**src/rtl/cdc_a2s_rx_sink.sv**
```systemverilog
// Receive sink behind the async-to-sync CDC: four-phase Si/So capture into
// a small FIFO, presented downstream as a valid/ready stream.
module cdc_a2s_rx_sink #(
   parameter int DW    = 64,
   parameter int DEPTH = 4,
   parameter int CW    = 32
) (
   input  logic                     CLK,
   input  logic                     RESET,
   input  logic [DW-1:0]            Din,
   input  logic                     Si,
   output logic                     So,
   output logic [DW-1:0]            m_data,
   output logic                     m_valid,
   input  logic                     m_ready,
   output logic [$clog2(DEPTH):0]   level,
   output logic [CW-1:0]            rx_count
);

   localparam int AW = $clog2(DEPTH);
   localparam logic [AW:0] FULL = (AW+1)'(DEPTH);

   typedef enum logic {
      S_IDLE,
      S_ACK
   } state_t;

   state_t          r_state;
   logic            r_so;
   logic [DW-1:0]   r_mem [DEPTH];
   logic [AW-1:0]   r_wr_ptr;
   logic [AW-1:0]   r_rd_ptr;
   logic [AW:0]     r_level;
   logic [CW-1:0]   r_rx_count;

   logic            w_full;
   logic            w_empty;
   logic            w_push;
   logic            w_pop;

   // Full/empty come from the registered level only; no pop-to-push bypass.
   assign w_full  = (r_level == FULL);
   assign w_empty = (r_level == '0);
   assign w_push  = (r_state == S_IDLE) && Si && !w_full;
   assign w_pop   = !w_empty && m_ready;

   always_ff @(posedge CLK) begin
      if (RESET) begin
         r_state    <= S_IDLE;
         r_so       <= 1'b0;
         r_wr_ptr   <= '0;
         r_rd_ptr   <= '0;
         r_level    <= '0;
         r_rx_count <= '0;
      end else begin
         unique case (r_state)
            S_IDLE: begin
               if (w_push) begin
                  r_so    <= 1'b1;
                  r_state <= S_ACK;
               end
            end
            S_ACK: begin
               if (!Si) begin
                  r_so    <= 1'b0;
                  r_state <= S_IDLE;
               end
            end
         endcase

         if (w_push) begin
            r_wr_ptr   <= r_wr_ptr + AW'(1);
            r_rx_count <= r_rx_count + CW'(1);
         end
         if (w_pop) begin
            r_rd_ptr <= r_rd_ptr + AW'(1);
         end

         if (w_push && !w_pop) begin
            r_level <= r_level + (AW+1)'(1);
         end else if (!w_push && w_pop) begin
            r_level <= r_level - (AW+1)'(1);
         end
      end
   end

   // Storage carries no reset; contents are don't-care until written.
   always_ff @(posedge CLK) begin
      if (!RESET && w_push) begin
         r_mem[r_wr_ptr] <= Din;
      end
   end

   assign So       = r_so;
   assign m_valid  = !w_empty;
   assign m_data   = r_mem[r_rd_ptr];
   assign level    = r_level;
   assign rx_count = r_rx_count;

endmodule
```
**config.mk**
```make
export PLATFORM = sky130hd
export DESIGN_NAME = cdc_a2s_rx_sink
export DESIGN_NICKNAME = d
export VERILOG_FILES = /design/src/rtl/cdc_a2s_rx_sink.sv
export SDC_FILE = /design/constraint.sdc
export NUM_CORES = 1
export LEC_CHECK = 0
export ABC_CLOCK_PERIOD_IN_PS = 4100
export CAP_MARGIN = 20
export CELL_PAD_IN_SITES_DETAIL_PLACEMENT = 1
export CELL_PAD_IN_SITES_GLOBAL_PLACEMENT = 2
export CORE_ASPECT_RATIO = 0.75
export CORE_MARGIN = 2
export CORE_UTILIZATION = 40
export DETAILED_ROUTE_END_ITERATION = 8
export GPL_ROUTABILITY_DRIVEN = 1
export PLACE_DENSITY = 0.82
export SLEW_MARGIN = 15
export SYNTH_ARGS = -nofsm -noshare
export SYNTH_HDL_FRONTEND = slang
export SYNTH_SLANG_ARGS = --single-unit
```
**constraint.sdc**
```tcl
create_clock -name CLK -period 4.1 [get_ports CLK]
set_input_delay 0.615 -clock CLK [delete_from_list [all_inputs] [get_ports CLK]]
set_output_delay 0.615 -clock CLK [all_outputs]
set_load 0.05 [all_outputs]
```
**Word-level counts from Yosys, hierarchy flattened**

Memories as Yosys holds them, arrays and structs flattened. A register that Yosys moved wholly into a read port is not among the register bits.
Cells that the tools add are included.

- Register bits after elaboration: 41
- RAM bits: 256
- Bits of input ports: 68
- Output and inout port bits: 101
- Logic and storage cells: 42
- Memories: 1

- Add/sub/neg operators: 5
- Equality and inequality tests: 3
- Multiplexer cells: 12
- Bitwise gates (word level): 1
- Reductions and logical operators: 14

Memories:

| memory | depth | width | rd ports | clocked after Yosys merged registers in | wr ports | RTL line | text |
|---|---|---|---|---|---|---|---|
| r_mem | 4 | 64 | 1 | 1 | 1 | 30 | `logic [DW-1:0] r_mem [DEPTH];` |

Operator list:

| kind | count |
|---|---|
| 32-bit by 1-bit adder with 32-bit output (second input constant) | 1 |
| 1-bit logical AND | 6 |
| 1-bit 2-to-1 mux | 6 |
| 3-bit 2-to-1 mux | 2 |
| 1-bit logical NOT | 5 |
| 2-bit by 1-bit adder with 2-bit output (second input constant) | 2 |
| 2-bit 2-to-1 mux | 2 |
| 2-bit != test (second input constant) | 2 |
| 1-bit one-hot mux with 2 select lines | 2 |
| 3-bit by 1-bit adder with 3-bit output (second input constant) | 1 |
| 3-bit == test (second input constant) | 1 |
| 3-bit logical NOT | 1 |
| 3-bit by 1-bit subtractor with 3-bit output (second input constant) | 1 |
| 2-bit AND reduction | 1 |
| 2-bit nonzero test | 1 |
| 1-bit NOT | 1 |

**Depth between registers and ports, before layout**

- Depth in word-level cells: 7
- Depth in mapped cells: 8

**Worst setup path after synthesis**

OpenSTA, ideal clock, no wires.

- Path type: register -> register
- Start: reg r_level[0], in the netlist level[0]
- End: mem r_mem[0][0] (enable)
- Library setup time: 429 ps
- Arrival time: 3136 ps
- Data required time: 3671 ps
- Path slack: 535 ps
- Stages on the path, launching flop included: 5
- Buffers on the path: 0
- Cell sequence: dfxtp_1 nor3b_1 nor3b_2 nor2b_1 and2_1

- Cells in the longest elaborated chain, start to end: 6

Ends and longest elaborated chain:

| item | RTL line | text |
|---|---|---|
| start, declared | 33 | `logic [AW:0] r_level;` |
| start signal, assigned | 80 | `r_level <= r_level + (AW+1)'(1);` |
| start signal, assigned | 82 | `r_level <= r_level - (AW+1)'(1);` |
| 3-bit == test | 42 | `assign w_full = (r_level == FULL);` |
| 1-bit logical NOT | 44 | `assign w_push = (r_state == S_IDLE) && Si && !w_full;` |
| 1-bit logical AND | 44 |  |
| via w_push | 38 | `logic w_push;` |
| 1-bit logical AND | 89 | `if (!RESET && w_push) begin` |
| 1-bit 2-to-1 mux | 89 |  |
| 1-bit 2-to-1 mux (implied by the code) | 90 | `r_mem[r_wr_ptr] <= Din;` |
| end, declared | 30 |  |

The timed path passes the listed nets, and every way through them passes these cells.

==> flow_summary.toml <==
[clocking]
cts_setup_buffers = 0
clk_latency_ns = 0.55
cts.sinks = 299
cts.repair.resized = 0
cts-root-buf = "clkbuf_16"
clk_pin_slew_worst_paths_ns = 0.06
cts_tree = "yes"
ctsHoldBuffers = 0
cts_buffers = 30
clk_path_buf_depth = 3
h-tree-depth = 1

[logic_synthesis]
synth_area_leader_cell = "edfxtp_1"
ys_async_sr_fraction_pct = 0
synth_area_mm2 = 0.0114
syn_area_per_cell_um2 = 19.5
synthXorXnorAreaFrac_pct = 1.08
ys.flop_type = "edfxtp_1"
synth.top_cell.area_share_pct = 67.6
yosys.area_share.simple_pct = 6.25
synth_seq_area_share_pct = 75.2
synthCells = 582
synth_area_leaders = "edfxtp_1 68%, mux4_2 13%, dfxtp_1 7.6%"
synth_top_family_by_area = "multiplexers"
synth.distinct_cells = 39
ys_seq_elements = 299
synth_fa_ha_area_share_pct = 0.836
synth-edff-count = 256
synth.net_count = 657
synth_compound_area_share_pct = 1.40
synth.area.mux_share_pct = 13.8
yosys_warnings = 0

[sta]
slew_viol_final = 0
fmax_ghz = 0.282
maxSlewHeadroom_pct = 35.1
skew_ns = 0.0129
final-hold-violation-count = 0
finalCritPeriodShare_pct = 86.6
setup_viol = 0
rsz0062_at_grt = "false"
hold_ws_ns = 0.509
tightest_slew_ns = 0.969
fin_tns_setup_ns = 0
timing.final.crit_period_ns = 3.55

[pwr]
p_clk_share_pct = 31.7
seqPwrFrac_pct = 40.8
internal_power_uw = 6110
p_switching_uw = 2770
ir_drop_mv = 0.570
power_density_mw_per_mm2 = 607
combPwrFrac_pct = 27.4
p_leak_uw = 0.00462
swShare_pct = 31.2

[cells_and_area]
nFillCells = 2575
syn_to_final_growth_pct = 28.8
regArea_mm2 = 0.00856
antenna_cells = 0
fin_area_mm2 = 0.0146
drive_gt1_share_pct = 18.4
layout_common_cells = "256 x edfxtp_1, 168 x clkdlybuf4s50_1, 64 x mux4_2, 41 x dfxtp_1, 31 x clkbuf_16"
multi_input_area_mm2 = 0.00268
finalNetCount = 846
final_common_cell = "edfxtp_1"
stdcell_count = 1180

[status]
outcome = "finished, final reports clean"

[flow_run]
max_cap_violations = 0

[setup_path]
worstSetupStartpointType = "flip-flop"
cp_num_buf_inv = 2
cp_max_fo = 29
arrival_ns = 2.94
cp.required_ns = 3.48
crit_chain = "buf_4 -> mux4_2 -> clkdlybuf4s50_1"
cpPeakStageDelay_ns = 0.73
crit_family = "buffers and inverters"
cpMaxStageDelayCell = "dfxtp_4"
cp-end-kind = "output pin"
path_class = "flip-flop to output pin"

[placed_design]
dpl_cell_area_mm2 = 0.0136
placedCellCount = 1124
gp_congestion = 0.759
portBuffers = 168
dpl.hpwl_um = 18700

[die]
row_count = 53
boundaryPins = 169
initial_utilization_pct = 40.6
die_area_mm2 = 0.0298
die_w_um = 199
die_h_um = 150
core_area_mm2 = 0.0280

[global_route]
overflow = 0
grt_util_all_layers_pct = 18.5
grt_max_degree = 52
grt_pass1_wl_um = 41100
antenna_found_initial = 0
grt_pass1_vias = 6594

[detailed_routing]
avgViaCountPerCell = 5.24
drc = 0
detail-route-antenna-nets = 0
wl_per_cell_um = 23.0
firstDrtPassIters = 5
dr_total_vias = 6187
wl_um = 27200
first_iter_violations = 414

[worst_hold_path]
hp-class = "flip-flop to flip-flop"
==> final timing paths <==
check                               endpoint  slack, ns  startpoint  cells past startpoint
worst max-delay path               m_data[9]       0.55   flip-flop                      3
worst min-delay path                      So       0.51          So                      2
worst max register to register  r_mem[1][18]       1.33    level[0]                      5
worst min register to register            So       0.51          So                      2
==> cell families after synthesis <==
kind of cell / count (synthesis)
adder cells (fa/ha/maj): 7
AO/OA/AOI/OAI: 28
AND/OR/NAND/NOR: 122
XOR/XNOR: 14
multiplexers: 76
buffers and inverters: 36
flip-flops: 299
==> through the flow <==
stage	worst slack, ns	util [%]	total power, uW
after floorplan	0.535	-	5290
after global placement	0.977	48.6	6100
after detailed placement	0.767	48.6	6160
after CTS	0.439	52.3	8990
after global routing	0.323	52.3	9200
final	0.549	52.3	8880
==> power by group through the flow <==
stage	Combinational, uW	Clock [uW]	Sequential (uW)
after global placement	2420	0	3680
after detailed placement	2460	0	3700
after CTS	2470	2880	3640
after floorplan	1650	0	3640
final	2440	2820	3630
after global routing	2550	2990	3660
==> synth_stat cells (7+ instances only) <==
master	count
nand2_1	14
nor4_1	10
a21oi_1	14
mux2_2	8
mux4_2	64
nand4_1	7
xnor2_1	10
nor2_1	28
nor2b_1	11
edfxtp_1	256
or3_1	9
inv_1	8
nand3_1	9
or4_1	8
dfxtp_1	43
o21ai_0	7
clkbuf_1	14
buf_2	9
==> area by class of cell <==
type	instances	share of cell area, %
Inverter	8	0.205
Timing Repair Buffer	185	12.8
Clock buffer	34	5.38
Sequential cell	299	58.4
Multi-Input combinational cell	247	18.3
Tap cell	385	3.29
Clock inverter	22	1.64
==> worst min-delay path, stage by stage, from the launching register on <==
cell     delay (ns)
dfxtp_1        0.31
nor2_1         0.10
nor3_1         0.05
==> registers in the layout, summed over array words and instances, names as in the netlist, named ones only <==
signal and flops:
r_mem 256, rx_count 32, level 3, r_rd_ptr 2
r_wr_ptr 2, So 1, r_state 1
==> per-layer routing <==
| metal | part of all wire, % | vias up | track usage, % |
|---|---|---|---|
| met4 | 2.1 | 0 | 4.40 |
| li1 | - | 2734 | - |
| met3 | 5.4 | 38 | 3.00 |
| met1 | 45 | 3222 | 26.8 |
| met5 | 0 | - | 0 |
| met2 | 48 | 193 | 29.4 |
Power figures use the tool's default switching activity.
==> variant 1 (config.mk and constraints unchanged) <==
Register the output `level` once more, without a reset; this adds one clock of latency there. The other outputs are not delayed to match. Comments in the files are not updated.
--- a/src/rtl/cdc_a2s_rx_sink.sv
+++ b/src/rtl/cdc_a2s_rx_sink.sv
@@ -94,7 +94,9 @@
    assign So       = r_so;
    assign m_valid  = !w_empty;
    assign m_data   = r_mem[r_rd_ptr];
-   assign level    = r_level;
+   always_ff @(posedge CLK) begin
+      level <= r_level;
+   end
    assign rx_count = r_rx_count;
 
 endmodule
Function: changed (Yosys sat finds a counterexample within 4 cycles, from zero or initial values and one cycle with RESET high).
==> variant 1 against the original RTL <==
- wire length shrank 6.3%
- power down 2.4%
- design area decreased by 1.1%
- critical path type unchanged
- final cell count down 1.0%
- worst setup slack got worse by 0.030 ns
- clock skew shrank 0.00072 ns
- largest cell class unchanged
- sequential cell count increased by 3
- area after synthesis is 0.19% lower
==> variant 1: results <==
set metrics [dict create \
    routed_wl_mm 25.5 \
    grt_first_pass_wirelength_mm 39.2 \
    yosys-top-cells-area "edfxtp_1, mux4_2, dfxtp_1" \
    grt_pass1_vias 6693 \
    drt-wirelength-per-cell_um 21.8 \
    dp_hpwl_mm 16.1 \
    vdd_ir_drop_max_v 0.000394 \
    seq_power_mw 3.67 \
    synth_xor_area_share_pct 0.926 \
    met1_usage_pct 23.3 \
    fin_skew_ns 0.0121 \
    outcome "finished, final reports clean" \
    drive_gt1_share_pct 16.6 \
    cts_buffers 31 \
    ys_types 38 \
    fill_cells 2610 \
    grt_usage_pct 17.3 \
    use_met2_pct 29.5 \
    place_inst 1114 \
    place_ws_ns 0.972 \
    p_comb_mw 2.38 \
    hold_start "r_level[2]$_SDFFE_PP0P_" \
    synth_mux_area_share_pct 13.4 \
    grt_max_degree 49 \
    r2r-start "r_level[0]$_SDFFE_PP0P_" \
    synth.avg_cell_area_um2 19.6 \
    use_met3_pct 3.22 \
    synth_fa_ha_area_share_pct 0.838 \
]
## variant 1: cell types whose count changed after synthesis, sizes merged, moves of 3 or more
cell    change
a21oi       +7
nor2        -7
o31ai       +6
clkbuf      +5
nand4       -5
or4         +5
buf         -4
dfxtp       +3
mux2        -3
nor2b       -3
nor4        -3
## variant 1: layout make-up
| class | count | area, µm² | share of cell area [%] |
|---|---|---|---|
| Clock buffer | 37 | 798 | 5.51 |
| Clock inverter | 17 | 136 | 0.942 |
| Inverter | 9 | 33.8 | 0.233 |
| Multi-Input combinational cell | 240 | 2590 | 17.9 |
| Sequential cell | 302 | 8620 | 59.5 |
| Tap cell | 385 | 482 | 3.33 |
| Timing Repair Buffer | 178 | 1820 | 12.6 |
## variant 1: final timing paths
check,slack [ns],to,depth (start not counted)
worst max-delay path,0.52,m_data[19],3
worst min-delay path,0.41,level[2]$_DFF_P_,0
worst max register to register,1.57,r_level[2]$_SDFFE_PP0P_,9
worst min register to register,0.41,level[2]$_DFF_P_,0
## variant 1: critical path, delay by kind of cell, from the launching register on
family   cells  cell delay [ns]
buf+inv      2             1.10
flops        1             0.73
mux          1             0.56
## variant 1: through the flow
stage / instance area (µm²) / power, mW
CTS: 14500 / 8.79
finish: 14500 / 8.67
global route: 14500 / 9.01
global placement: 13500 / 6.09
detailed placement: 13500 / 6.14
floorplan: 11300 / 5.31
## variant 1: cell families (layout without fill, tap and decap cells)
group | Yosys count | in the layout
multiplexers | 71 | 71
XOR/XNOR | 12 | 12
flip-flops | 302 | 302
buffers and inverters | 38 | 241
AND/OR/NAND/NOR | 108 | 108
adder cells (fa/ha/maj) | 7 | 7
AO/OA/AOI/OAI | 42 | 42
==> variant 2 (same flow settings) <==
Without the edit above. Change the parameter `DEPTH` from 4 to 8.
--- a/src/rtl/cdc_a2s_rx_sink.sv
+++ b/src/rtl/cdc_a2s_rx_sink.sv
@@ -2,7 +2,7 @@
 // a small FIFO, presented downstream as a valid/ready stream.
 module cdc_a2s_rx_sink #(
    parameter int DW    = 64,
-   parameter int DEPTH = 4,
+   parameter int DEPTH = 8,
    parameter int CW    = 32
 ) (
    input  logic                     CLK,
Interface: changed (resized level); port bits go from 169 to 170. No check against the original RTL was run, so the function may have changed too.
==> variant 2 against the original RTL <==
- power increased by 73%
- wire length increased by 72%
- worst setup slack got worse by 0.14 ns
- design area increased by 78%
- clock power increased by 69%
- area after synthesis increased by 89%
- final cell count increased by 67%
- die area increased by 87%
- sequential cell count increased by 260
- via count increased by 69%
==> variant 2: results <==
set metrics [dict create \
    place_area_mm2 0.0243 \
    vdd_ir_drop_max_v 0.000480 \
    drt_iter0_markers 864 \
    cp_slowest_cell "clkdlybuf4s50_1" \
    synthTopCellsByCount "edfxtp_1, mux4_2, mux2_2" \
    power.leakage_nw 7.97 \
    multi_input_area_mm2 0.00501 \
    max_slew_margin_pct 47.4 \
    routed_wl_mm 46.6 \
    dieWidth_um 272 \
    setup_ws_ns 0.410 \
    h-tree-depth 2 \
    grt_antenna_before_repair 3 \
    layout.nets 1286 \
    synth.avg_cell_area_um2 21.2 \
    use_met3_pct 3.24 \
    clk_share_pct 6.45 \
    num-nonclk-inverters 4 \
    grt_max_degree 65 \
    gp_congestion 0.719 \
    reg2reg_slack_ns 1.03 \
    ff_latch_area_mm2 0.0163 \
    top_layer "met5" \
    multi_input_cells 400 \
    synth_xor_area_share_pct 0.570 \
    grt_first_pass_wirelength_mm 71.1 \
    stdcell_area_mm2 0.0260 \
    vias_per_cell 5.32 \
    grt_pass1_vias 11400 \
    drive_gt1_share_pct 24.9 \
    wl_met2_mm 22.7 \
    synth_compound_area_share_pct 1.14 \
    dp_hpwl_mm 25.8 \
    place_inst 1867 \
    fin_skew_ns 0.0126 \
    clk_latency_ns 0.59 \
    synth_nets 1088 \
    synth_seq_cells 559 \
    grt_usage_pct 17.0 \
    fill_cells 4802 \
    outcome "finished, final reports clean" \
    synth_mux_area_share_pct 17.2 \
    die_area_mm2 0.0557 \
    seq_area_frac_synth_pct 75.8 \
    nonClkBufAreaFrac_pct 8.06 \
]
variant 2: worst paths after layout:
check / startpoint / to / cells after the start
worst max-delay path: flip-flop / m_data[36] / 4
worst min-delay path: RESET / rx_count[1]$_SDFFE_PP0P_ / 2
worst max register to register: level[0]$_SDFFE_PP0P_ / level[3]$_SDFFE_PP0P_ / 10
worst min register to register: r_rd_ptr[1]$_SDFFE_PP0P_ / flip-flop / 2
variant 2: cell families after synthesis:
| group | after synthesis |
|---|---|
| buffers and inverters | 54 |
| and+or+nand+nor | 135 |
| adders and majority gates | 7 |
| xor gates and xnor gates | 14 |
| AOI/OAI and AO/OA | 43 |
| DFF | 559 |
| muxes | 201 |
variant 2: report_power, final:
part	total [mW]	internal [mW]	switching [mW]
combinational	4.05	1.79	2.26
clock	4.77	2.68	2.08
sequential	6.56	6.40	0.161
